===== config.mk =====
export PLATFORM = sky130hd
export DESIGN_NAME = ahb_burst_master_flat
export DESIGN_NICKNAME = d
export VERILOG_FILES = /design/src/rtl/ahb_burst_master_if.sv /design/src/rtl/ahb_burst_master.sv /design/src/flat_wrapper.sv
export SDC_FILE = /design/constraint.sdc
export NUM_CORES = 1
export LEC_CHECK = 0
export ABC_AREA = 1
export ABC_CLOCK_PERIOD_IN_PS = 2070
export CAP_MARGIN = 15
export CORE_MARGIN = 1.5
export CORE_UTILIZATION = 42
export CTS_CLUSTER_DIAMETER = 120
export CTS_CLUSTER_SIZE = 30
export DETAILED_ROUTE_END_ITERATION = 10
export PLACE_DENSITY = 0.84
export SKIP_LAST_GASP = 1
export SYNTH_ARGS = -nofsm -noshare
export SYNTH_HDL_FRONTEND = slang
export SYNTH_SLANG_ARGS = --single-unit
export TNS_END_PERCENT = 100

===== constraint.sdc =====
create_clock -name HCLK -period 2.07 [get_ports HCLK]
set_clock_uncertainty 0.05 [all_clocks]
set_input_delay 0.414 -clock HCLK [delete_from_list [all_inputs] [get_ports HCLK]]
set_output_delay 0.414 -clock HCLK [all_outputs]
set_load 0.01 [all_outputs]

===== src/rtl/ahb_burst_master_if.sv =====
// Client request/response and AHB master-port signals for ahb_burst_master.
interface ahb_burst_master_if #(parameter int MAX_LEN_BITS = 4);
  logic                    req_valid;
  logic                    req_ready;
  logic                    req_write;
  logic [31:0]             req_addr;
  logic [2:0]              req_size;
  logic [MAX_LEN_BITS-1:0] req_len;
  logic [31:0]             wdata;
  logic                    wdata_pop;
  logic                    rsp_valid;
  logic [31:0]             rsp_rdata;
  logic                    rsp_err;
  logic                    rsp_last;
  logic [1:0]              HTRANS;
  logic [31:0]             HADDR;
  logic                    HWRITE;
  logic [2:0]              HSIZE;
  logic [2:0]              HBURST;
  logic [31:0]             HWDATA;
  logic                    HREADY;
  logic [1:0]              HRESP;
  logic [31:0]             HRDATA;

  modport master (
    input  req_valid, req_write, req_addr, req_size, req_len, wdata,
    output req_ready, wdata_pop, rsp_valid, rsp_rdata, rsp_err, rsp_last,
    output HTRANS, HADDR, HWRITE, HSIZE, HBURST, HWDATA,
    input  HREADY, HRESP, HRDATA
  );

  modport slave (
    output req_valid, req_write, req_addr, req_size, req_len, wdata,
    input  req_ready, wdata_pop, rsp_valid, rsp_rdata, rsp_err, rsp_last,
    input  HTRANS, HADDR, HWRITE, HSIZE, HBURST, HWDATA,
    output HREADY, HRESP, HRDATA
  );
endinterface


===== src/rtl/ahb_burst_master.sv =====
// Single-channel AHB initiator: turns client requests into SINGLE/INCR bursts,
// honours wait states and the two-cycle ERROR response.
module ahb_burst_master #(
  parameter int MAX_LEN_BITS = 4
) (
  input logic HCLK,
  input logic HRESETn,
  ahb_burst_master_if.master bus
);

  localparam logic [1:0] TR_IDLE   = 2'b00;
  localparam logic [1:0] TR_NONSEQ = 2'b10;
  localparam logic [1:0] TR_SEQ    = 2'b11;
  localparam logic [1:0] RESP_ERR  = 2'b01;

  typedef enum logic [2:0] {S_IDLE, S_ADDR, S_PIPE, S_LAST, S_ERR2} state_t;

  state_t                  r_state;
  logic                    r_ready;
  logic [1:0]              r_htrans;
  logic [31:0]             r_haddr;
  logic                    r_hwrite;
  logic [2:0]              r_hsize;
  logic [2:0]              r_hburst;
  logic [31:0]             r_hwdata;
  logic [MAX_LEN_BITS-1:0] r_len;
  logic [MAX_LEN_BITS-1:0] r_iss;
  logic [MAX_LEN_BITS-1:0] r_cmp;
  logic                    r_rsp_valid;
  logic [31:0]             r_rsp_rdata;
  logic                    r_rsp_err;
  logic                    r_rsp_last;

  logic [31:0] w_next_addr;
  logic        w_accept;
  logic        w_err1;
  logic        w_last_iss;
  logic        w_last_cmp;

  function automatic logic [31:0] f_align(input logic [31:0] a, input logic [2:0] sz);
    case (sz)
      3'd1:    return {a[31:1], 1'b0};
      3'd2:    return {a[31:2], 2'b00};
      default: return a;
    endcase
  endfunction

  assign w_next_addr = r_haddr + (32'd1 << r_hsize);
  assign w_accept    = r_htrans[1] & bus.HREADY;
  assign w_err1      = !bus.HREADY && (bus.HRESP == RESP_ERR);
  assign w_last_iss  = (r_iss == r_len);
  assign w_last_cmp  = (r_cmp == r_len);

  // Pop is combinational so the FWFT source advances on the edge HWDATA samples it.
  assign bus.wdata_pop = w_accept & r_hwrite;
  assign bus.req_ready = r_ready;
  assign bus.HTRANS    = r_htrans;
  assign bus.HADDR     = r_haddr;
  assign bus.HWRITE    = r_hwrite;
  assign bus.HSIZE     = r_hsize;
  assign bus.HBURST    = r_hburst;
  assign bus.HWDATA    = r_hwdata;
  assign bus.rsp_valid = r_rsp_valid;
  assign bus.rsp_rdata = r_rsp_rdata;
  assign bus.rsp_err   = r_rsp_err;
  assign bus.rsp_last  = r_rsp_last;

  always_ff @(posedge HCLK or negedge HRESETn) begin
    if (!HRESETn) begin
      r_state     <= S_IDLE;
      r_ready     <= 1'b1;
      r_htrans    <= TR_IDLE;
      r_haddr     <= '0;
      r_hwrite    <= 1'b0;
      r_hsize     <= '0;
      r_hburst    <= '0;
      r_hwdata    <= '0;
      r_len       <= '0;
      r_iss       <= '0;
      r_cmp       <= '0;
      r_rsp_valid <= 1'b0;
      r_rsp_rdata <= '0;
      r_rsp_err   <= 1'b0;
      r_rsp_last  <= 1'b0;
    end else begin
      r_rsp_valid <= 1'b0;
      r_rsp_rdata <= '0;
      r_rsp_err   <= 1'b0;
      r_rsp_last  <= 1'b0;
      if (w_accept && r_hwrite) r_hwdata <= bus.wdata;

      case (r_state)
        S_IDLE: begin
          // r_ready stays low for the rsp_last cycle, then rises here.
          if (r_ready && bus.req_valid) begin
            r_ready  <= 1'b0;
            r_htrans <= TR_NONSEQ;
            r_haddr  <= f_align(bus.req_addr, bus.req_size);
            r_hwrite <= bus.req_write;
            r_hsize  <= bus.req_size;
            r_hburst <= (bus.req_len == '0) ? 3'b000 : 3'b001;
            r_len    <= bus.req_len;
            r_iss    <= '0;
            r_cmp    <= '0;
            r_state  <= S_ADDR;
          end else begin
            r_ready <= 1'b1;
          end
        end

        S_ADDR, S_PIPE: begin
          if (r_state == S_PIPE && w_err1) begin
            r_htrans <= TR_IDLE;
            r_state  <= S_ERR2;
          end else if (bus.HREADY) begin
            if (r_state == S_PIPE) begin
              r_rsp_valid <= 1'b1;
              r_rsp_rdata <= r_hwrite ? 32'd0 : bus.HRDATA;
              r_rsp_last  <= w_last_cmp;
              r_cmp       <= r_cmp + MAX_LEN_BITS'(1);
            end
            if (w_last_iss) begin
              r_htrans <= TR_IDLE;
              r_state  <= S_LAST;
            end else begin
              // Crossing a 1 KB boundary restarts the burst with NONSEQ.
              r_haddr  <= w_next_addr;
              r_htrans <= (w_next_addr[9:0] == 10'd0) ? TR_NONSEQ : TR_SEQ;
              r_iss    <= r_iss + MAX_LEN_BITS'(1);
              r_state  <= S_PIPE;
            end
          end
        end

        S_LAST: begin
          if (w_err1) begin
            r_state <= S_ERR2;
          end else if (bus.HREADY) begin
            r_rsp_valid <= 1'b1;
            r_rsp_rdata <= r_hwrite ? 32'd0 : bus.HRDATA;
            r_rsp_last  <= 1'b1;
            r_state     <= S_IDLE;
          end
        end

        S_ERR2: begin
          if (bus.HREADY) begin
            r_rsp_valid <= 1'b1;
            r_rsp_err   <= 1'b1;
            r_rsp_last  <= 1'b1;
            r_state     <= S_IDLE;
          end
        end

        default: r_state <= S_IDLE;
      endcase
    end
  end

endmodule


===== src/flat_wrapper.sv =====
// flat-port wrapper written by rule: the top's interface ports become plain ports
module ahb_burst_master_flat 
#(
  parameter int MAX_LEN_BITS = 4
)
  (HCLK, HRESETn, bus_req_valid, bus_req_write, bus_req_addr, bus_req_size, bus_req_len, bus_wdata, bus_req_ready, bus_wdata_pop, bus_rsp_valid, bus_rsp_rdata, bus_rsp_err, bus_rsp_last, bus_HTRANS, bus_HADDR, bus_HWRITE, bus_HSIZE, bus_HBURST, bus_HWDATA, bus_HREADY, bus_HRESP, bus_HRDATA);
  ahb_burst_master_if #(.MAX_LEN_BITS(MAX_LEN_BITS)) bus_i ();
  input logic HCLK;
  input logic HRESETn;
  input wire logic [$bits(bus_i.req_valid)-1:0] bus_req_valid;
  input wire logic [$bits(bus_i.req_write)-1:0] bus_req_write;
  input wire logic [$bits(bus_i.req_addr)-1:0] bus_req_addr;
  input wire logic [$bits(bus_i.req_size)-1:0] bus_req_size;
  input wire logic [$bits(bus_i.req_len)-1:0] bus_req_len;
  input wire logic [$bits(bus_i.wdata)-1:0] bus_wdata;
  output wire logic [$bits(bus_i.req_ready)-1:0] bus_req_ready;
  output wire logic [$bits(bus_i.wdata_pop)-1:0] bus_wdata_pop;
  output wire logic [$bits(bus_i.rsp_valid)-1:0] bus_rsp_valid;
  output wire logic [$bits(bus_i.rsp_rdata)-1:0] bus_rsp_rdata;
  output wire logic [$bits(bus_i.rsp_err)-1:0] bus_rsp_err;
  output wire logic [$bits(bus_i.rsp_last)-1:0] bus_rsp_last;
  output wire logic [$bits(bus_i.HTRANS)-1:0] bus_HTRANS;
  output wire logic [$bits(bus_i.HADDR)-1:0] bus_HADDR;
  output wire logic [$bits(bus_i.HWRITE)-1:0] bus_HWRITE;
  output wire logic [$bits(bus_i.HSIZE)-1:0] bus_HSIZE;
  output wire logic [$bits(bus_i.HBURST)-1:0] bus_HBURST;
  output wire logic [$bits(bus_i.HWDATA)-1:0] bus_HWDATA;
  input wire logic [$bits(bus_i.HREADY)-1:0] bus_HREADY;
  input wire logic [$bits(bus_i.HRESP)-1:0] bus_HRESP;
  input wire logic [$bits(bus_i.HRDATA)-1:0] bus_HRDATA;
  assign bus_i.req_valid = bus_req_valid;
  assign bus_i.req_write = bus_req_write;
  assign bus_i.req_addr = bus_req_addr;
  assign bus_i.req_size = bus_req_size;
  assign bus_i.req_len = bus_req_len;
  assign bus_i.wdata = bus_wdata;
  assign bus_req_ready = bus_i.req_ready;
  assign bus_wdata_pop = bus_i.wdata_pop;
  assign bus_rsp_valid = bus_i.rsp_valid;
  assign bus_rsp_rdata = bus_i.rsp_rdata;
  assign bus_rsp_err = bus_i.rsp_err;
  assign bus_rsp_last = bus_i.rsp_last;
  assign bus_HTRANS = bus_i.HTRANS;
  assign bus_HADDR = bus_i.HADDR;
  assign bus_HWRITE = bus_i.HWRITE;
  assign bus_HSIZE = bus_i.HSIZE;
  assign bus_HBURST = bus_i.HBURST;
  assign bus_HWDATA = bus_i.HWDATA;
  assign bus_i.HREADY = bus_HREADY;
  assign bus_i.HRESP = bus_HRESP;
  assign bus_i.HRDATA = bus_HRDATA;
  ahb_burst_master #(.MAX_LEN_BITS(MAX_LEN_BITS)) u_core (.HCLK(HCLK), .HRESETn(HRESETn), .bus(bus_i));
endmodule

# Yosys cells after proc, flatten, opt, wreduce, memory -nomap -nowiden
# Index checks and enable logic that the tools add are counted.
# word_totals
input_bits	110
mem_bits_ro	0
mem_count	0
latch_bits	0
mem_bits_rw	0
regBits	124
out_inout_bits	110
word_cells	99
# classes
muxes	48
mul	0
shifts	1
bitwise_logic	2
div	0
reduce_logical	15
magnitude_cmp	0
n_eq_ne	15
addsub	3
# op_table
op	n
$mux W32	10
$pmux W32 S2	2
$add A32 B32 Y32	1
$shl A1 B3 Y32 const A	1
$mux W4	7
$pmux W4 S2	2
$mux W3	5
$mux W1	13
$pmux W3 S4	1
$logic_not A10 Y1	1
$reduce_and A5 Y1	2
$eq A3 B2 Y1 const B	3
$add A4 B1 Y4 const B	2
$eq A4 B4 Y1	2
$mux W2	4
$pmux W2 S2	2
$eq A3 B1 Y1 const B	2
$ne A2 B2 Y1 const B	3
$pmux W1 S3	2
$logic_and A1 B1 Y1	4
$logic_not A4 Y1	1
$ne A2 B1 Y1 const B	2
$reduce_and A2 Y1	2
$eq A3 B3 Y1 const B	1
8 further kinds	9

# Depth between registers and ports, before layout
# logic_depth
depth_word	8
depth_mapped	15
depth_no_buf	15

# Worst setup path after synthesis
# Ideal clock, no wire load.
# synth_timing
kind	register to register
startpoint	register u_core.r_hsize[0], in the netlist u_core.bus.HSIZE[0]
endpoint	register u_core.r_htrans[0], in the netlist u_core.bus.HTRANS[0]
stages_incl_launch_ff	13
arrival_time_ns	2.073
setup_slack_ns	-0.169
period_less_slack_ns	2.239
path_buffers	0
setup_ns	0.116
path_cell_list	dfrtp_1 > inv_1 > nor3_1 > fa_1 > or2_2 > nor2_1 > nand3_1 > nor2_1 > nand2_1 > nor2_1 > nand2_1 > nand2_1 > nand2_1
# synth_via
elab_chain_len	8
# synth_lines
element	line_no	source
start, declared	ahb_burst_master.sv:23	logic [2:0] r_hsize;
start signal, assigned	ahb_burst_master.sv:100	r_hsize <= bus.req_size;
$shl A1 B3 Y32	ahb_burst_master.sv:48	assign w_next_addr = r_haddr + (32'd1 << r_hsize);
$add A32 B32 Y32	ahb_burst_master.sv:48	
$logic_not A10 Y1	ahb_burst_master.sv:128	r_htrans <= (w_next_addr[9:0] == 10'd0) ? TR_NONSEQ : TR_SEQ;
$mux W1	ahb_burst_master.sv:128	
$mux W2	ahb_burst_master.sv:122	if (w_last_iss) begin
$mux W2	ahb_burst_master.sv:115	end else if (bus.HREADY) begin
$mux W2	ahb_burst_master.sv:112	if (r_state == S_PIPE && w_err1) begin
$pmux W2 S2	ahb_burst_master.sv:92	case (r_state)
end signal, assigned	ahb_burst_master.sv:128	
end, declared	ahb_burst_master.sv:20	logic [1:0] r_htrans;
# Every way passes these cells. The select of a mux whose other input is x is not followed.
# A chain may end at the register's enable or synchronous reset.

# Final worst setup path
# Same ends and word-level chain as after synthesis.

==> run summary <==
status = finished with violations
failing checks = setup timing
first-pass GRT wire length = 31800 um
worst path cell trace = nor3_2 > ha_2 > fa_2 > or2_4 > nor2_2 > nand3_1 > nor2_1 > nand2_1 > nor2_1 > nand2_1 > nand2_1 > nand2_1
Buffers on Ports = 217
syn_area_per_cell = 7.26 sq um
Final #Nets = 1288
Cell Rows = 45
dpl ws = -0.222 ns
CP max-delay cell = dfrtp_2
Netlist cell types = 41
worst path arrival time = 2.46 ns
CP peak stage delay = 0.45 ns
gr ovfl total = 0
Core ar. = 15100 sq um
dpl hpwl = 15000 um
Synth Warn # = 0
sequential cell area = 3060 sq um
CTS tree = yes
uppermost layer routed = met4
Req. time, crit path = 2.33 ns
clock network power share = 18.9%
clk_lat worst skew = 0.42 ns
Worst Reg-to-Reg Cells = 12
via count = 6881
crit path capture type = flip-flop
initial DRC count = 427
largest area contributor in the netlist = dfrtp_1
largest net degree at the start of global routing = 54
register area share after synthesis = 47.2%
worst hold-check path type = flip-flop to flip-flop
synthesized cell area = 6470 sq um
Setup-failing EPs final = 21
Layout area overhead = 56.8%
Crit Path Max Fanout = 5
final instance area = 10100 sq um
Worst Setup Slack, final = -0.134 ns
reg-to-reg slack, setup = -0.13 ns
most common cell after layout, fill and taps aside = nand2_1
family with the most delay on the worst path = simple AND/OR/NAND/NOR gates
buffers and inverters on the worst path = 0
multi-input logic area = 3270 sq um
Max clock buf depth = 2
LEAKAGE = 0.00487 uW
HP Start = u_core.bus.req_ready$_DFFE_PN1N_
worst slew pin tran = 0.533 ns
pwr dens = 1490 nW/um^2
Psw = 6460 uW
RSZ-0062 raised after global routing = yes
period utilisation layout = 106%
crit path launch type = flip-flop
Area after DPL = 9180 sq um
metal2 WL = 10100 um
Routed wire per std cell = 15.0 um
Power, Total = 15200 uW
max cap viols = 0
CTS Root Cell = clkbuf_16
CTS Buf Count = 17
FMAX = 454 MHz
first-pass iteration count of the detailed router = 5
total negative slack = -1.48 ns
Area contributors post-synth = dfrtp_1 (47%), nand2_1 (20%), nor2_1 (6.9%)
Overall Global Routing Usage = 25.1%
Routed Wire Length = 20500 um
CTS H-tree depth = 4
most frequent cells in the layout = nand2_1 (319), clkdlybuf4s50_1 (214), dfrtp_1 (117)
met1 WL = 8730 um
Crit Path Category = flip-flop to flip-flop
# DRC = 0
initial antenna violation count = 0
Critical R2R Launch = u_core.bus.HSIZE[0]$_DFFE_PN0P_
most used cell, CP = nand2_1
Fin. Hold Viols = 0
Placer Congestion = 0.930
Switching Share = 42.6%
die area = 16200 sq um
maximum vdd drop = 0.838 mV
die height = 127 um
layout cells sized above 1 = 15.3%
worst hold path depth = 2
Cells after Synth = 891
RR Endpoint = u_core.bus.HTRANS[0]$_DFFE_PN0P_
clk slew on worst S/H paths = 0.06 ns
met3 wire length = 1150 um
Worst Hold Endpoint = u_core.bus.req_ready$_DFFE_PN1N_
minimum clock period = 2.20 ns
Layout Utilization = 67.0%
Final Max Slew Viols = 0
vias in the first global route = 6484
Slew headroom = 64.2%
design internal power = 8700 uW
die width = 127 um
antenna-violating nets left = 0
Num Clock Sinks = 122
Starting Density = 42.7%
routed vias/inst = 5.03
Ports = 220
Synth top area share = 46.8%
sequential power share = 27.7%
post-synthesis register bit count = 122
# fillers = 1223
Logic pwr share = 53.4%
stage by stage:
step                      hold slack [ns]  instances
after floorplan                    0.0684        892
after global placement              0.317       1325
after detailed placement            0.323       1325
after CTS                           0.422       1360
after global routing                0.440       1368
final                               0.418       1369
worst max-delay path by stage:
stage	startpoint	to	slack (ns)	depth (start not counted)
after floorplan	u_core.bus.HSIZE[2]$_DFFE_PN0P_	u_core.bus.HTRANS[0]$_DFFE_PN0P_	-0.06	12
after global routing	u_core.bus.HSIZE[0]$_DFFE_PN0P_	u_core.bus.HTRANS[0]$_DFFE_PN0P_	-0.30	12
after global placement	u_core.bus.HSIZE[0]$_DFFE_PN0P_	u_core.bus.HADDR[12]$_DFFE_PN0P_	-0.13	13
after detailed placement	u_core.bus.HSIZE[0]$_DFFE_PN0P_	u_core.bus.HADDR[12]$_DFFE_PN0P_	-0.22	13
final	u_core.bus.HSIZE[0]$_DFFE_PN0P_	u_core.bus.HTRANS[0]$_DFFE_PN0P_	-0.13	12
after CTS	u_core.bus.HSIZE[0]$_DFFE_PN0P_	u_core.bus.HTRANS[0]$_DFFE_PN0P_	-0.11	12
synth_stat cells, drive strengths merged:
library cell / n
a31oi: 4
o22ai: 4
clkinv: 2
and3: 1
buf: 12
nor4: 2
a22oi: 6
nand2: 346
inv: 79
nor3b: 1
o31ai: 1
a21oi: 9
or2: 1
clkbuf: 15
ha: 10
o21ai: 28
nand3b: 6
dfstp: 1
conb: 1
fa: 1
and2: 2
nor2: 123
nand2b: 1
dfrtp: 121
nand4: 10
o41ai: 1
xor2: 4
nand3: 77
xnor2: 1
nor3: 21
metal layers:
metal	global-route usage, %	up-vias
met5	0	-
met4	9.49	0
met3	6.03	49
met2	41.9	275
met1	31.8	3189
li1	-	3368
sequential cells by signal, indices dropped and copies added (netlist names):
name,count
u_core.bus.HADDR,32
u_core.bus.HBURST,1
u_core.bus.HSIZE,3
u_core.bus.HTRANS,2
u_core.bus.HWDATA,32
u_core.bus.HWRITE,1
u_core.bus.req_ready,1
u_core.bus.rsp_err,1
u_core.bus.rsp_last,1
u_core.bus.rsp_rdata,32
u_core.bus.rsp_valid,1
u_core.r_cmp,4
u_core.r_iss,4
u_core.r_len,4
u_core.r_state,3
cells by family (layout without fill, tap and decap cells):
logic type | Yosys count | count (layout) | share of synthesized area (%)
and+or+nand+nor | 591 | 591 | 38.1
DFF | 122 | 122 | 47.2
buffers and inverters | 108 | 396 | 7.02
AOI/OAI and AO/OA | 53 | 53 | 4.72
adders and majority gates | 11 | 11 | 2.24
xor gates and xnor gates | 5 | 5 | 0.677
other | 1 | 3 | 0.0580
layout make-up:
type	count	area share, %
inverters	81	3.12
clock inverters	15	1.41
well taps	188	2.32
multi-input cells	662	32.2
diodes	1	0.0247
flip-flops and latches	122	30.2
clock buffers	17	4.19
repair buffers	283	26.6
power groups by stage:
stage	Clock, uW	Sequential [uW]	Combinational [uW]
2_1_floorplan	0	4320	3740
3_3_place_gp	0	4150	7210
3_5_place_dp	0	4170	7370
4_1_cts	2890	4150	7540
5_1_grt	3020	4300	8850
6_report	2870	4200	8090
tightest hold or removal path, delay by kind of cell (launching register included):
family        cells  cell delay (ns)
flops             1             0.37
simple gates      2             0.10
what timing repair did:
action                     4_1_cts  5_1_grt
resized for setup               29       54
setup buffers                    2        8
setup endpoints to repair       27       29
hold endpoints to repair        25        0
hold buffers                     1        0
pin swaps                        8        9
Power figures use the tool's default switching activity.
